==> config.mk <==
export PLATFORM = sky130hd
export DESIGN_NAME = alu_exec_unit
export DESIGN_NICKNAME = d
export VERILOG_FILES = /design/src/rtl/alu_exec_unit.sv
export SDC_FILE = /design/constraint.sdc
export NUM_CORES = 1
export LEC_CHECK = 0
export CORE_ASPECT_RATIO = 0.9
export CORE_UTILIZATION = 41
export DETAILED_ROUTE_END_ITERATION = 10
export GPL_TIMING_DRIVEN = 1
export PLACE_DENSITY = 0.68
export SETUP_SLACK_MARGIN = 0.02
export SKIP_LAST_GASP = 1
export SYNTH_ARGS = -nofsm -noshare
export SYNTH_HDL_FRONTEND = slang
export SYNTH_SLANG_ARGS = --single-unit
==> constraint.sdc <==
create_clock -name clk -period 4.75 [get_ports clk]
set_clock_uncertainty 0.15 [all_clocks]
set_input_delay 1.425 -clock clk [delete_from_list [all_inputs] [get_ports clk]]
set_output_delay 1.425 -clock clk [all_outputs]
set_load 0.05 [all_outputs]
==> src/rtl/alu_exec_unit.sv <==
// Execute-stage ALU: single-cycle AND/OR/ADD/SUB/SLT plus an iterative
// shift-add multiplier that stalls upstream through in_ready/busy.
module alu_exec_unit #(
   parameter int unsigned WIDTH = 32,
   parameter int unsigned CNT_W = $clog2(WIDTH)
) (
   input  logic             clk,
   input  logic             rst_n,
   input  logic             flush,
   input  logic             in_valid,
   output logic             in_ready,
   input  logic [2:0]       alu_control,
   input  logic [WIDTH-1:0] src_a,
   input  logic [WIDTH-1:0] src_b,
   output logic [WIDTH-1:0] result,
   output logic             zero,
   output logic             out_valid,
   output logic             busy
);

   localparam logic [2:0] OP_AND = 3'b000;
   localparam logic [2:0] OP_OR  = 3'b001;
   localparam logic [2:0] OP_ADD = 3'b010;
   localparam logic [2:0] OP_SUB = 3'b110;
   localparam logic [2:0] OP_MUL = 3'b101;
   localparam logic [2:0] OP_SLT = 3'b111;

   typedef enum logic {IDLE, MUL_RUN} state_e;

   state_e             state_q, state_d;
   logic [WIDTH-1:0]   mcand_q, mcand_d;
   logic [WIDTH-1:0]   mplr_q, mplr_d;
   logic [WIDTH-1:0]   acc_q, acc_d;
   logic [CNT_W-1:0]   cnt_q, cnt_d;
   logic [WIDTH-1:0]   result_q, result_d;
   logic               zero_q, zero_d;
   logic               out_valid_q, out_valid_d;

   logic [WIDTH-1:0]   alu_f;
   logic [WIDTH-1:0]   acc_sum;
   logic               accept;

   assign accept  = in_valid && !flush && (state_q == IDLE);
   assign acc_sum = acc_q + (mplr_q[0] ? mcand_q : '0);

   // Single-cycle function; MUL and the unused codes fall to zero here
   always_comb begin
      alu_f = '0;
      unique case (alu_control)
         OP_AND:  alu_f = src_a & src_b;
         OP_OR:   alu_f = src_a | src_b;
         OP_ADD:  alu_f = src_a + src_b;
         OP_SUB:  alu_f = src_a - src_b;
         OP_SLT:  alu_f = {{(WIDTH-1){1'b0}}, ($signed(src_a) < $signed(src_b))};
         default: alu_f = '0;
      endcase
   end

   always_ff @(posedge clk) begin
      if (!rst_n) begin
         state_q     <= IDLE;
         mcand_q     <= '0;
         mplr_q      <= '0;
         acc_q       <= '0;
         cnt_q       <= '0;
         result_q    <= '0;
         zero_q      <= 1'b1;
         out_valid_q <= 1'b0;
      end else begin
         state_q     <= state_d;
         mcand_q     <= mcand_d;
         mplr_q      <= mplr_d;
         acc_q       <= acc_d;
         cnt_q       <= cnt_d;
         result_q    <= result_d;
         zero_q      <= zero_d;
         out_valid_q <= out_valid_d;
      end
   end

   // Next-state: flush always returns to IDLE
   always_comb begin
      state_d = state_q;
      if (flush) begin
         state_d = IDLE;
      end else begin
         unique case (state_q)
            IDLE:    if (accept && alu_control == OP_MUL) state_d = MUL_RUN;
            MUL_RUN: if (cnt_q == '0) state_d = IDLE;
            default: state_d = IDLE;
         endcase
      end
   end

   // Datapath and registered-output next values
   always_comb begin
      mcand_d     = mcand_q;
      mplr_d      = mplr_q;
      acc_d       = acc_q;
      cnt_d       = cnt_q;
      result_d    = result_q;
      zero_d      = zero_q;
      out_valid_d = 1'b0;
      if (!flush) begin
         unique case (state_q)
            IDLE: begin
               if (accept) begin
                  if (alu_control == OP_MUL) begin
                     mcand_d = src_a;
                     mplr_d  = src_b;
                     acc_d   = '0;
                     cnt_d   = CNT_W'(WIDTH - 1);
                  end else begin
                     result_d    = alu_f;
                     zero_d      = (alu_f == '0);
                     out_valid_d = 1'b1;
                  end
               end
            end
            MUL_RUN: begin
               acc_d   = acc_sum;
               mcand_d = mcand_q << 1;
               mplr_d  = mplr_q >> 1;
               cnt_d   = cnt_q - CNT_W'(1);
               if (cnt_q == '0) begin
                  result_d    = acc_sum;
                  zero_d      = (acc_sum == '0);
                  out_valid_d = 1'b1;
               end
            end
            default: ;
         endcase
      end
   end

   // Ready/busy depend on state only
   always_comb begin
      in_ready = 1'b1;
      busy     = 1'b0;
      if (state_q == MUL_RUN) begin
         in_ready = 1'b0;
         busy     = 1'b1;
      end
   end

   assign result    = result_q;
   assign zero      = zero_q;
   assign out_valid = out_valid_q;

endmodule

==> flow_summary.toml, run 1 <==
[route]
drc_errors = 0
drtPass1Iterations = 6
highest_layer = "met4"
drtIter0Drc = 1508
wl_met1_um = 22430
avgRoutedWirePerCell_um = 19.74
via_per_inst = 5.861
met2_length_um = 21610
ant_nets = 0
num_vias = 14636
routed_wl_um = 49280
met3_wirelength_um = 3995

[cells_and_area]
fin_util_pct = 59.23
num_antenna_cells = 0
stdcell_count = 2497
fin_area_sq_um = 18310
fillCellCount = 2757
drive_gt1_share_pct = 26.58
nets = 2281
syn_to_final_growth_pct = 41.71

[worst_setup_path]
cp_top_family = "simple AND/OR/NAND/NOR gates"
slowest_stage = "or4_4"
crit_path_start_kind = "input pin"
critPathArrivalTime_ps = 4890
crit_fanout = 5
path_class = "input pin to register"
crit_path_end_kind = "register"
slowest_delay_ps = 570
critPathBufInv = 2
required_ps = 4960
crit_chain = "clkdlybuf4s50_1 > inv_1 > ha_4 > a21oi_4 > nor3_2 > or4_4 > o31a_1 > a21oi_2 > xnor2_1 > o221ai_2 > or3_1 > nor4_2 > nand4_1 > a31oi_1"

[global_route]
grt_pass1_wl_um = 76460
first_global_vias = 14014
antenna_found_initial = 0
gr-usage-all-layers_pct = 30.14
grt_overflow = 0
grt_max_degree = 101

[logic_synthesis]
syn_inst = 1706
synth_enable_flop_cells = 0
syn_nets = 1912
synth_area_per_cell_sq_um = 7.572
synth.most_common_cell = "nand2_1"
synth_cell_type_count = 83
synthMuxAreaShare_pct = 1.637
synth_seq_cells = 136
syn_area_sq_um = 12920
synth_top_family_by_area = "compound AO/OA/AOI/OAI gates"
synthSimpleGateAreaFrac_pct = 20.20
yosys.area.top_type = "dfxtp_1"
async_flop_share_pct = 0
synth_xor_area_share_pct = 3.322
synth_flop_cell = "dfxtp_1"
synth.area.top_cells = "dfxtp_1 (21%), ha_1 (13%), nand2_1 (6.2%), o211a_1 (5.5%), o211ai_1 (4.9%)"
yosysSeqAreaShare_pct = 21.08
synth_top_area_share_pct = 21.08
ys_top_cells_by_count = "nand2_1 (214), dfxtp_1 (136), ha_1 (132)"
synth_compound_area_share_pct = 33.85
synth_warnings = 0
synth_fa_ha_area_share_pct = 13.25

[run_status]
status = "completed"

[sta]
hold_ws_ps = 311.5
drv_slew = 0
worstMarginPinSlew_ps = 1071
final-setup-viol-count = 0
rsz0062_at_grt = "yes"
timing.final.crit_share_pct = 98.53
hold_violations = 0
relSlewSlack_pct = 28.52
fin_crit_ps = 4680
fin_tns_setup_ps = 0
setup_ws_ps = 69.92
max_freq_mhz = 213.7

[clock_tree]
clock-sinks = 136
root_buffer = "clkbuf_16"
path_clk_slew_ps = 70
clock_latency_ps = 440
cts_hold_buffers = 0
h-tree-depth = 4
cts_tree = "built"
cts_made_buffers = 17
max-clock-path-buffers = 2

[placed_design]
place_congestion = 0.9944
pre_cts_ws_ps = -798.1
place_inst = 2446
port_buffers = 106
place_area_sq_um = 16720
dpl.hpwl_um = 38030

[pwr]
powerDensity_nw_per_um2 = 220.6
power_mw = 4.039
power.leakage_nw = 8.618
vdd.ir_drop.worst_mv = 0.3061

[flow_run]
drv_cap = 0

[floorplan]
die_h_um = 170.4
num_io_pins = 107
start_util_pct = 41.79
num_rows = 61
fp.dieW_um = 189.1
coreArea_sq_um = 30910
die-area_sq_um = 32220

[worst_hold_path]
hp-class = "register to register"
## report_power, final
part / leakage [nW] / total, mW / switching, mW / internal [mW]
clock: 0.285 / 1.39 / 0.644 / 0.745
combinational: 7.23 / 1.46 / 0.789 / 0.666
sequential: 1.10 / 1.19 / 0.0229 / 1.17
total: 8.62 / 4.04 / 1.46 / 2.58
## final cells by class
class | instances | area, sq um | share of cell area [%]
Clock buffer | 17 | 425.4 | 2.324
Tap cell | 409 | 511.7 | 2.795
Timing Repair Buffer | 469 | 3885 | 21.22
Inverter | 108 | 405.4 | 2.214
Multi-Input combinational cell | 1343 | 10190 | 55.67
Sequential cell | 136 | 2726 | 14.89
Clock inverter | 15 | 161.4 | 0.8816
## cell usage in the layout (no fill, tap or decap), types with 18 or more instances in the layout
master / synthesis / final
ha_1: 132 / 107
nand4_1: 20 / 20
nand2_1: 214 / 214
nor2_1: 85 / 82
o31ai_1: 24 / 19
o211ai_1: 84 / 84
nor4_1: 25 / 19
xor2_1: 18 / 18
nor3_1: 39 / 35
a22o_1: 20 / 20
o21ai_0: 75 / 67
o211a_1: 71 / 71
xnor2_1: 31 / 31
a21oi_1: 117 / 107
clkdlybuf4s50_1: 0 / 81
inv_2: 4 / 24
dfxtp_1: 136 / 135
mux2i_1: 20 / 19
buf_4: 0 / 356
and2_1: 57 / 56
inv_1: 104 / 84
nand3_1: 26 / 23
## tightest hold or removal path: stages, from the launching register on
cell,delay (ps)
dfxtp_1,310
nand2_1,50
a21boi_1,50
## cells by family after synthesis
kind of cell    count (synthesis)
xor+xnor                       49
simple gates                  541
compound gates                597
buf+inv                       227
flops                         136
mux                            21
fa+ha+maj                     135
## registers in the layout, summed over array words and instances (netlist names)
signal     cells
cnt_q          5
zero           1
acc_q         32
result        32
state_q        1
out_valid      1
mcand_q       32
mplr_q        32
## repair_timing
action / CTS / global route
pin swaps: 36 / 31
setup buffers: 12 / 7
setup endpoints to repair: 15 / 16
gates resized for setup: 81 / 110
## routing by layer
| metal | up-vias | track usage [%] |
|---|---|---|
| li1 | 7016 | - |
| met1 | 6912 | 41.62 |
| met2 | 624 | 47.30 |
| met3 | 84 | 5.548 |
| met4 | 0 | 9.222 |
| met5 | - | 0 |
## path summary, 6_finish.rpt
path                             end  cells after the start  slack (ps)               startpoint
min          result[24]$_SDFFE_PN0P_                      2         310  result[24]$_SDFFE_PN0P_
min reg2reg  result[24]$_SDFFE_PN0P_                      2         310  result[24]$_SDFFE_PN0P_
max reg2reg        zero$_SDFFE_PN1P_                     15         330   mplr_q[0]$_SDFFE_PN0P_
max                zero$_SDFFE_PN1P_                     14          70                 src_b[6]
No activity file was read; power rests on OpenSTA's default activity.
==> run 2: changes to the inputs <==
--- a/config.mk
+++ b/config.mk
@@ -5,11 +5,13 @@
 export SDC_FILE = /design/constraint.sdc
 export NUM_CORES = 1
 export LEC_CHECK = 0
+export CELL_PAD_IN_SITES_DETAIL_PLACEMENT = 0
+export CELL_PAD_IN_SITES_GLOBAL_PLACEMENT = 1
 export CORE_ASPECT_RATIO = 0.9
-export CORE_UTILIZATION = 41
+export CORE_UTILIZATION = 40
 export DETAILED_ROUTE_END_ITERATION = 10
 export GPL_TIMING_DRIVEN = 1
-export PLACE_DENSITY = 0.68
+export PLACE_DENSITY = 0.84
 export SETUP_SLACK_MARGIN = 0.02
 export SKIP_LAST_GASP = 1
 export SYNTH_ARGS = -nofsm -noshare
==> run 2 against run 1 <==
  * Sequential share of layout area decreased by 0.21 points
  * Global-route usage increased by 0.25 points
  * Register-to-register slack improved by 50 ps
  * Fmax increased by 0.96%
  * Total power increased by 1.5%
  * Worst setup slack improved by 45 ps
  * Non-clock buffer count increased by 17
  * Critical path depth increased by 3
  * Clock-buffer cell count increased by 4
  * Largest cell class unchanged
  * Highest routed layer unchanged
==> flow_summary.toml, run 2 (synthesized netlist as in run 1, its figures left out) <==
[run_status]
status = "completed"

[clock_tree]
clock-sinks = 136
max-clock-path-buffers = 2
path_clk_slew_ps = 60
h-tree-depth = 4
clock_latency_ps = 460
cts_hold_buffers = 0
cts_tree = "built"
cts_made_buffers = 17
root_buffer = "clkbuf_16"

[floorplan]
num_io_pins = 107
start_util_pct = 40.62
fp.dieW_um = 191.4
die_h_um = 172.5
coreArea_sq_um = 31810
num_rows = 62
die-area_sq_um = 33020

[sta]
rsz0062_at_grt = "yes"
hold_violations = 0
timing.final.crit_share_pct = 97.59
relSlewSlack_pct = 42.91
fin_tns_setup_ps = 0
final-setup-viol-count = 0
max_freq_mhz = 215.7
drv_slew = 0
fin_crit_ps = 4635
worstMarginPinSlew_ps = 856.3

[pwr]
seq_power_share_pct = 29.1
power_switching_share_pct = 35.30
vdd.ir_drop.worst_mv = 0.2808
p_int_mw = 2.651
pwr-share-comb_pct = 36.4
powerDensity_nw_per_um2 = 220.7
power.leakage_nw = 8.835
clkPwrFrac_pct = 34.5
switchingPower_mw = 1.447

[cells_and_area]
syn_to_final_growth_pct = 43.74
drive_gt1_share_pct = 28.27
nets = 2298
final_common_cell = "buf_4"
mostFrequentLayoutCells = "buf_4 (369), nand2_1 (214), dfxtp_1 (135)"
fillCellCount = 2954
num_antenna_cells = 0
fin_area_sq_um = 18570

[worst_setup_path]
crit_fanout = 9
crit_path_end_kind = "register"
crit_path_start_kind = "input pin"
required_ps = 4980
critPathArrivalTime_ps = 4870
path_class = "input pin to register"

[global_route]
grt_pass1_wl_um = 77410
antenna_found_initial = 0
grt_overflow = 0
gr-usage-all-layers_pct = 30.39
grt_max_degree = 86
first_global_vias = 13967

[route]
avgRoutedWirePerCell_um = 20.18
routed_wl_um = 50870
drtPass1Iterations = 6
via_per_inst = 5.833
drc_errors = 0
drtIter0Drc = 1256
ant_nets = 0
num_vias = 14704

[placed_design]
dpl.hpwl_um = 39200
port_buffers = 106
place_area_sq_um = 16730
place_congestion = 0.9854

[worst_hold_path]
hp-class = "register to register"

[flow_run]
drv_cap = 0
## run 2: cell count changes in the layout (fill, tap and decap cells not counted), sizes merged
cell,before,now
clkinvlp,2,3
buf,365,382
clkbuf,17,22
inv,116,113
clkdlybuf4s50,81,73
dlygate4sd2,9,0
clkinv,4,1
dlymetal6s2s,14,30
bufinv,1,2
## run 2: metrics by stage
step	cells	setup slack [ps]	utilization, %	total power, mW	hold WS (ps)
after floorplan	1706	130.2	-	1.848	281.5
after global placement	2456	-885.9	52.60	2.479	290.2
after detailed placement	2456	-946.2	52.60	2.486	307.6
after CTS	2497	-23.49	55.50	3.955	315.4
after global routing	2521	-35.05	58.38	4.262	334.9
final	2521	114.5	58.38	4.098	310.1
## run 2: critical path: stages
cell and delay [ps]:
clkdlybuf4s50_1 470, inv_1 80, ha_4 230, buf_6 140, nand3_1 80, a21boi_1 80
buf_4 140, o41ai_2 320, buf_4 190, nand3_1 180, a31oi_2 290, mux2_2 410
nor2_4 180, nand4_1 130, nor4_2 230, nand4_1 130, a31oi_1 150
## run 2: path summary, 6_finish.rpt
path                            slack (ps)                endpoint  depth (start not counted)                     from
worst min register to register         310  result[3]$_SDFFE_PN0P_                          2   result[3]$_SDFFE_PN0P_
worst min-delay path                   310  result[3]$_SDFFE_PN0P_                          2   result[3]$_SDFFE_PN0P_
worst max register to register         380       zero$_SDFFE_PN1P_                         16  mcand_q[0]$_SDFFE_PN0P_
worst max-delay path                   110       zero$_SDFFE_PN1P_                         17                src_b[10]
## run 2: power groups by stage
stage / clock network [mW] / registers, mW / logic (mW)
floorplan: 0 / 1.26 / 0.589
global placement: 0 / 1.22 / 1.26
detailed placement: 0 / 1.22 / 1.27
CTS: 1.43 / 1.19 / 1.33
global route: 1.48 / 1.20 / 1.59
finish: 1.42 / 1.19 / 1.49
## run 2: metal layers
| layer | routed length (um) | part of all wire, % | track usage (%) | up-vias |
|---|---|---|---|---|
| li1 | - | - | - | 7038 |
| met3 | 3762 | 7.4 | 5.439 | 95 |
| met5 | 0 | 0 | 0 | - |
| met1 | 23470 | 46 | 41.99 | 7021 |
| met2 | 22330 | 44 | 47.92 | 550 |
| met4 | 1314 | 2.6 | 8.868 | 0 |
## run 2: layout make-up
cell class / count / area (sq um) / share of cell area (%)
clock buffers: 21 / 450.4 / 2.426
clock inverters: 11 / 137.6 / 0.7412
inverters: 108 / 410.4 / 2.210
multi-input cells: 1343 / 10260 / 55.27
flip-flops and latches: 136 / 2726 / 14.68
well taps: 416 / 520.5 / 2.803
repair buffers: 486 / 4060 / 21.87
## run 2: repair_timing
action | in CTS | in global routing
setup endpoints to repair | 13 | 17
buffers inserted | 9 | 24
gates resized for setup | 58 | 179
pin swaps | 30 | 68
==> run 3: changes to the inputs <==
==> constraint.sdc (replaced) <==
create_clock -name clk -period 4.75 [get_ports clk]
set_clock_uncertainty 0.15 [all_clocks]
set_input_delay 1.425 -clock clk [delete_from_list [all_inputs] [get_ports clk]]
set_output_delay 1.425 -clock clk [all_outputs]
set_load 0.02 [all_outputs]
==> run 3 against run 2 <==
  * Largest cell class unchanged
  * Critical path depth up 2
  * Clock-buffer cell count decreased by 4
  * Combinational power decreased by 6%
  * Register-to-register slack worse by 110 ps
  * Core utilization shrank 1.3 points
==> flow_summary.toml, run 3 (synthesized netlist as in run 1, its figures left out) <==
[sta]
relSlewSlack_pct = 38.54
rsz0062_at_grt = "yes"
hold_ws_ps = 310.2
hold_violations = 0
drv_slew = 0
fin_crit_ps = 4692
worstMarginPinSlew_ps = 921.9
final-setup-viol-count = 0
max_freq_mhz = 213.1
timing.final.crit_share_pct = 98.77

[cells_and_area]
syn_to_final_growth_pct = 40.43
num_antenna_cells = 0
final_common_cell = "buf_4"
fin_area_sq_um = 18140
nets = 2276
mostFrequentLayoutCells = "buf_4 (353), nand2_1 (213), dfxtp_1 (135)"
drive_gt1_share_pct = 26.07
fillCellCount = 2996

[clock_tree]
h-tree-depth = 4
max-clock-path-buffers = 2
root_buffer = "clkbuf_16"
cts_tree = "built"
cts_made_buffers = 17
path_clk_slew_ps = 70
clock_latency_ps = 460
clock-sinks = 136

[placed_design]
dpl.hpwl_um = 38640
place_area_sq_um = 16640
place_congestion = 0.9835
port_buffers = 106

[run_status]
status = "completed"

[flow_run]
drv_cap = 0

[route]
via_per_inst = 5.836
avgRoutedWirePerCell_um = 19.93
drc_errors = 0
drtIter0Drc = 1130
routed_wl_um = 49810
ant_nets = 0
num_vias = 14585
drtPass1Iterations = 7

[worst_setup_path]
crit_path_end_kind = "register"
crit_path_start_kind = "input pin"
required_ps = 4980
crit_fanout = 3
path_class = "input pin to register"
critPathArrivalTime_ps = 4920

[floorplan]
coreArea_sq_um = 31810
start_util_pct = 40.62
die_h_um = 172.5
fp.dieW_um = 191.4
die-area_sq_um = 33020
num_io_pins = 107
num_rows = 62

[global_route]
grt_pass1_wl_um = 75980
gr-usage-all-layers_pct = 29.83
antenna_found_initial = 0
first_global_vias = 13626
grt_overflow = 0
grt_max_degree = 90

[pwr]
power.leakage_nw = 8.618
vdd.ir_drop.worst_mv = 0.2638
powerDensity_nw_per_um2 = 216.0

[worst_hold_path]
hp-class = "register to register"
==> run 3: cell count changes in the layout (fill, tap and decap cells not counted), sizes merged <==
cell,previous run,this run
clkdlybuf4s50,73,80
inv,113,116
clkbuf,22,17
bufinv,2,0
buf,382,360
clkinv,1,5
dlymetal6s2s,30,24
clkinvlp,3,2
==> run 3: metal layers <==
| metal | vias to the layer above | share of wire, % | GRT usage [%] |
|---|---|---|---|
| li1 | 7008 | - | - |
| met1 | 6991 | 48 | 42.52 |
| met2 | 519 | 44 | 46.58 |
| met3 | 67 | 6.7 | 4.140 |
| met4 | 0 | 2.0 | 8.075 |
| met5 | - | 0 | 0 |
==> run 3: critical path: stages <==
cell	delay (ps)
clkdlybuf4s50_1	480
inv_1	90
buf_4	150
ha_2	200
a2111oi_4	370
buf_4	180
a211oi_2	70
buf_4	180
nor4_4	260
buf_4	160
buf_4	100
a21oi_1	30
o22a_1	190
xnor2_1	140
o21ai_0	120
buf_4	190
nor4_2	290
nand4_1	130
a31oi_1	160
==> run 3: final cells by class <==
cell class	instances	area [sq um]	share of cell area, %
flip-flops and latches	136	2726	15.03
repair buffers	464	3867	21.32
well taps	416	520.5	2.869
clock inverters	15	136.4	0.7518
multi-input cells	1343	10060	55.45
inverters	108	405.4	2.235
clock buffers	17	425.4	2.345
==> run 3: worst paths after layout <==
path	start	slack, ps	end	cells after the start
worst max-delay path	src_b[8]	60	zero$_SDFFE_PN1P_	19
worst min-delay path	result[23]$_SDFFE_PN0P_	310	result[23]$_SDFFE_PN0P_	2
worst max register to register	mplr_q[0]$_SDFFE_PN0P_	270	zero$_SDFFE_PN1P_	15
worst min register to register	result[23]$_SDFFE_PN0P_	310	result[23]$_SDFFE_PN0P_	2
==> run 3: report_power, final <==
group / switching, mW / internal (mW) / leakage, nW / total, mW
registers: 0.0229 / 1.17 / 1.10 / 1.19
clock network: 0.632 / 0.689 / 0.274 / 1.32
logic: 0.748 / 0.654 / 7.24 / 1.40
==> run 3: metrics by stage <==
stage / setup slack (ps) / util, % / total power, mW / setup TNS, ps / cells
5_1_grt: -95.61 / 57.04 / 4.080 / -95.61 / 2499
2_1_floorplan: 130.2 / - / 1.817 / 0 / 1706
3_5_place_dp: -677.7 / 52.31 / 2.452 / -9913 / 2442
4_1_cts: 10.86 / 54.80 / 3.818 / 0 / 2476
3_3_place_gp: -608.7 / 52.31 / 2.442 / -8584 / 2442
6_report: 58.24 / 57.04 / 3.918 / 0 / 2499
==> run 3: repair_timing <==
item                                    CTS  global route
hold buffers                              0             0
pin swaps                                20            53
gates resized for setup                  43           132
cloned                                    0             0
buffers inserted                          2            23
endpoints found under the setup margin   13            18
